--- src/rtl/gb_scanout.sv ---
// Frame-buffer scanout: VGA timing to fb addresses, palette lookup, aligned syncs.
// Centres the 2x-scaled 160x144 LCD image and owns the double-buffer bank swap.
module gb_scanout #(
    parameter int          X_OFF      = 160,
    parameter int          Y_OFF      = 96,
    parameter int          RDLAT      = 1,
    parameter logic [11:0] BORDER_RGB = 12'h000
) (
    input  logic       Clk,
    input  logic       reset_n,
    input  logic       hs_in,
    input  logic       vs_in,
    input  logic       blank_in,
    input  logic [9:0] DrawX,
    input  logic [9:0] DrawY,
    output logic [7:0] fb_X_read,
    output logic [7:0] fb_Y_read,
    output logic       fb_bank,
    input  logic [1:0] fb_pixel,
    input  logic [7:0] palette,
    input  logic       frame_swap_req,
    output logic       frame_swap_ack,
    output logic       frame_start,
    output logic       VGA_HS,
    output logic       VGA_VS,
    output logic [3:0] VGA_R,
    output logic [3:0] VGA_G,
    output logic [3:0] VGA_B
);

    localparam logic [9:0] XO = 10'(X_OFF);
    localparam logic [9:0] XE = 10'(X_OFF + 320);
    localparam logic [9:0] YO = 10'(Y_OFF);
    localparam logic [9:0] YE = 10'(Y_OFF + 288);

    logic       win;
    logic [9:0] dx;
    logic [9:0] dy;

    always_comb begin
        dx  = DrawX - XO;
        dy  = DrawY - YO;
        win = blank_in && (DrawX >= XO) && (DrawX < XE)
              && (DrawY >= YO) && (DrawY < YE);
    end

    // Stage A: halve the window offset to get the 2x-scaled source pixel
    always_ff @(posedge Clk or negedge reset_n) begin
        if (!reset_n) begin
            fb_X_read <= '0;
            fb_Y_read <= '0;
        end else begin
            fb_X_read <= win ? dx[8:1] : 8'd0;
            fb_Y_read <= win ? dy[8:1] : 8'd0;
        end
    end

    logic [RDLAT:0] hs_p;
    logic [RDLAT:0] vs_p;
    logic [RDLAT:0] blank_p;
    logic [RDLAT:0] win_p;

    // Stage A+B: timing carried alongside the fb read latency
    always_ff @(posedge Clk or negedge reset_n) begin
        if (!reset_n) begin
            hs_p    <= '1;
            vs_p    <= '1;
            blank_p <= '0;
            win_p   <= '0;
        end else begin
            hs_p    <= {hs_p[RDLAT-1:0], hs_in};
            vs_p    <= {vs_p[RDLAT-1:0], vs_in};
            blank_p <= {blank_p[RDLAT-1:0], blank_in};
            win_p   <= {win_p[RDLAT-1:0], win};
        end
    end

    logic [7:0]  palette_q;
    logic [1:0]  shade;
    logic [3:0]  nib;
    logic [11:0] rgb_n;

    // Shade 0..3 maps to F,A,5,0 which is the bit-inverse of {shade,shade}
    always_comb begin
        shade = palette_q[{fb_pixel, 1'b0} +: 2];
        nib   = ~{shade, shade};
        rgb_n = 12'h000;
        if (blank_p[RDLAT]) begin
            rgb_n = win_p[RDLAT] ? {nib, nib, nib} : BORDER_RGB;
        end
    end

    always_ff @(posedge Clk or negedge reset_n) begin
        if (!reset_n) begin
            VGA_HS <= 1'b1;
            VGA_VS <= 1'b1;
            VGA_R  <= '0;
            VGA_G  <= '0;
            VGA_B  <= '0;
        end else begin
            VGA_HS <= hs_p[RDLAT];
            VGA_VS <= vs_p[RDLAT];
            VGA_R  <= rgb_n[11:8];
            VGA_G  <= rgb_n[7:4];
            VGA_B  <= rgb_n[3:0];
        end
    end

    logic fs_hit;
    logic fs_prev;
    logic fs_edge;

    always_comb begin
        fs_hit  = (DrawX == 10'd0) && (DrawY == 10'd0);
        fs_edge = fs_hit && !fs_prev;
    end

    // Palette and bank only change at the frame boundary to avoid tearing
    always_ff @(posedge Clk or negedge reset_n) begin
        if (!reset_n) begin
            fs_prev        <= 1'b0;
            frame_start    <= 1'b0;
            palette_q      <= 8'hE4;
            fb_bank        <= 1'b0;
            frame_swap_ack <= 1'b0;
        end else begin
            fs_prev     <= fs_hit;
            frame_start <= fs_edge;
            if (fs_edge) begin
                palette_q <= palette;
            end
            if (fs_edge && frame_swap_req && !frame_swap_ack) begin
                fb_bank        <= ~fb_bank;
                frame_swap_ack <= 1'b1;
            end else if (!frame_swap_req && frame_swap_ack) begin
                frame_swap_ack <= 1'b0;
            end
        end
    end

endmodule

--- config.mk ---
export PLATFORM = sky130hd
export DESIGN_NAME = gb_scanout
export DESIGN_NICKNAME = d
export VERILOG_FILES = /design/src/rtl/gb_scanout.sv
export SDC_FILE = /design/constraint.sdc
export NUM_CORES = 1
export LEC_CHECK = 0
export ABC_CLOCK_PERIOD_IN_PS = 3200
export CAP_MARGIN = 20
export CORE_UTILIZATION = 35
export CTS_BUF_LIST = sky130_fd_sc_hd__clkbuf_8
export DETAILED_ROUTE_END_ITERATION = 8
export DONT_BUFFER_PORTS = 1
export GPL_TIMING_DRIVEN = 0
export PLACE_DENSITY = 0.51
export SYNTH_ARGS = -nofsm -noshare
export SYNTH_HDL_FRONTEND = slang
export SYNTH_SLANG_ARGS = --single-unit
--- constraint.sdc ---
create_clock -name Clk -period 3.2 [get_ports Clk]
set_input_delay 0.64 -clock Clk [delete_from_list [all_inputs] [get_ports Clk]]
set_output_delay 0.64 -clock Clk [all_outputs]
set_load 0.005 [all_outputs]
==> impl_metrics.toml <==
[placement]
portBuffers = 0
place_area_um2 = 1600
place_ws_ns = 0.893
dp_hpwl_um = 1990
gp_congestion = 0.773

[route]
drt_iter0_markers = 34
via_per_inst = 5.14
drc = 0
vias = 868
routed_wl_um = 2670
wl_per_cell_um = 15.8
firstDrtPassIters = 4
ant_nets = 0

[sta]
hold_slack_ns = 0.0375
post-route-period-util_pct = 62.7
skew_ns = 0.00743
max-slew-margin-rel_pct = 67.3
fmax_mhz = 499
slew_viol_final = 0
fin_ws_ns = 1.19
setup-tns-final_ns = 0
rsz0062_at_grt = "false"
setup_viol = 0
min_period_ns = 2.01
tightest_slew_ns = 0.490
hold_viol_final = 0

[synthesis]
synth_top_area_share_pct = 48.7
synth_area_per_cell_um2 = 13.9
ys_ff_latch = 40
ys_top_cells_by_area = "dfrtp_1, dfstp_2, mux2_2"
syn_area_um2 = 1540
synth_top_area_cell = "dfrtp_1"
synth_nets = 149
synth.distinct_cells = 25
synthCells = 111
yosys_warnings = 0
seq_area_frac_synth_pct = 65.8

[clocking]
clock_sinks = 40
post-cts-setup-buffers = 0
cts_buffers = 5
clk_path_buf_depth = 2
post_cts_resized = 0
cts_tree = "yes"
cts_root_buf = "clkbuf_8"
holdBufCountCts = 0
htreeDepth = 2
cts.clk_slew.worst_paths_ns = 0.08
worstSkewPairLatency_ns = 0.29

[global_route]
grt_pass1_wl_um = 4190
overflow = 0
antenna_found_initial = 0
grt_max_degree = 41
track_usage_pct = 13.3
grt_pass1_vias = 878

[run]
drv_cap = 0

[die]
io_pins = 69
die_h_um = 68.3
initial_core_util_pct = 37.4
die_area_um2 = 4670
core_um2 = 4120
row_count = 23
die_w_um = 68.3

[finish]
diodes = 0
fin_nets = 156
area_delta_synth_final_pct = 9.91
final_area_um2 = 1690
final_layout_size_suffix_gt1_share_pct = 32.8

[worst_setup_path]
worstPathMaxFanout = 10
end_kind = "flop"
worstSetupPathType = "in2reg"
worst-endpoint-required_ns = 3.37
start_kind = "primary input"
r2r_slack_ns = 1.83
worstPathArrival_ns = 2.18

[outcome]
status = "complete, no violations"

[power_and_ir_drop]
irDropWorstVdd_mv = 0.231
leakagePower_nw = 0.813
p_per_area_nw_per_um2 = 517

[hold_path]
hold_path.class = "in2async"
[worst max-delay path: stages]
cell and delay, ns:
nor4_1 0.38, nand4_1 0.30, nor3_4 0.47, mux2_2 0.39
[per-layer routing]
layer | routed length [µm] | up-vias | global-route usage [%]
met5 | 0 | - | 0
met2 | 1350 | 51 | 20.6
met1 | 1010 | 427 | 14.6
met4 | 74 | 0 | 9.38
met3 | 249 | 9 | 5.50
li1 | - | 381 | -
[through the flow]
step | total power, mW | std cells | util [%]
floorplan | 0.550 | 111 | -
global placement | 0.554 | 161 | 38.9
detailed placement | 0.554 | 161 | 38.9
CTS | 0.889 | 169 | 41.1
global route | 0.919 | 169 | 41.1
finish | 0.876 | 169 | 41.1
[layout make-up]
type	instances	area, µm²
Inverter	3	11.3
Clock buffer	6	82.6
Multi-Input combinational cell	57	437
Buffer	11	78.8
Clock inverter	2	7.51
Tap cell	50	62.6
Fill cell	386	2420
Sequential cell	40	1010
[cell usage after synthesis]
cell	count
a211o_1	1
a21oi_1	1
and2_1	9
buf_4	10
clkbuf_1	1
dfrtp_1	30
dfstp_2	10
ha_1	2
inv_1	3
mux2_2	8
mux4_2	2
nand2_1	4
nand3_1	1
nand4_1	2
nor2_1	10
nor3_1	2
nor3_4	1
nor4_1	4
nor4b_1	1
o21a_1	2
o32ai_1	1
or2_2	1
or4_4	1
xnor2_1	1
xor2_1	3
[cells in the final DEF (no fill, tap or decap), types with 2 or more instances in the layout]
cell type	count
dfrtp_1	30
dfstp_2	10
nor2_1	10
buf_4	10
and2_1	9
mux2_2	8
clkbuf_8	6
inv_1	5
nand2_1	4
nor4_1	4
xor2_1	3
mux4_2	2
o21a_1	2
nand4_1	2
nor3_1	2
ha_1	2
[worst paths after layout]
path	startpoint	endpoint	depth (start not counted)
worst max-delay path	DrawX[9]	palette_q[4]	4
worst min-delay path	reset_n	fb_X_read[6]	0
worst max register to register	fs_prev	palette_q[4]	2
worst min register to register	win_p[0]	win_p[1]	0
max in group asynchronous	reset_n	palette_q[5]	0
min in group Clk	hs_in	hs_p[0]	0
[power breakdown]
part / internal [mW] / leakage, nW / switching (mW) / total [mW]
Combinational: 0.0127 / 0.242 / 0.00981 / 0.0225
Clock: 0.169 / 0.0538 / 0.161 / 0.331
Sequential: 0.518 / 0.517 / 0.00416 / 0.522
Total: 0.700 / 0.813 / 0.175 / 0.876
[state kept, by name, summed over array words and instances (netlist names), 2 cells and up]
| register | flops |
|---|---|
| fb_X_read | 8 |
| blank_p | 2 |
| VGA_B | 2 |
| palette_q | 8 |
| fb_Y_read | 8 |
| win_p | 2 |
| vs_p | 2 |
| hs_p | 2 |
[logic make-up after synthesis]
family                     count (synthesis)  share of synthesized area [%]
xor gates and xnor gates                   4                           2.27
muxes                                     10                           8.77
adders and majority gates                  2                           1.62
buffers and inverters                     14                           5.85
AOI/OAI and AO/OA                          5                           2.44
and+or+nand+nor                           36                           13.2
DFF                                       40                           65.8
Power figures use the tool's default switching activity.
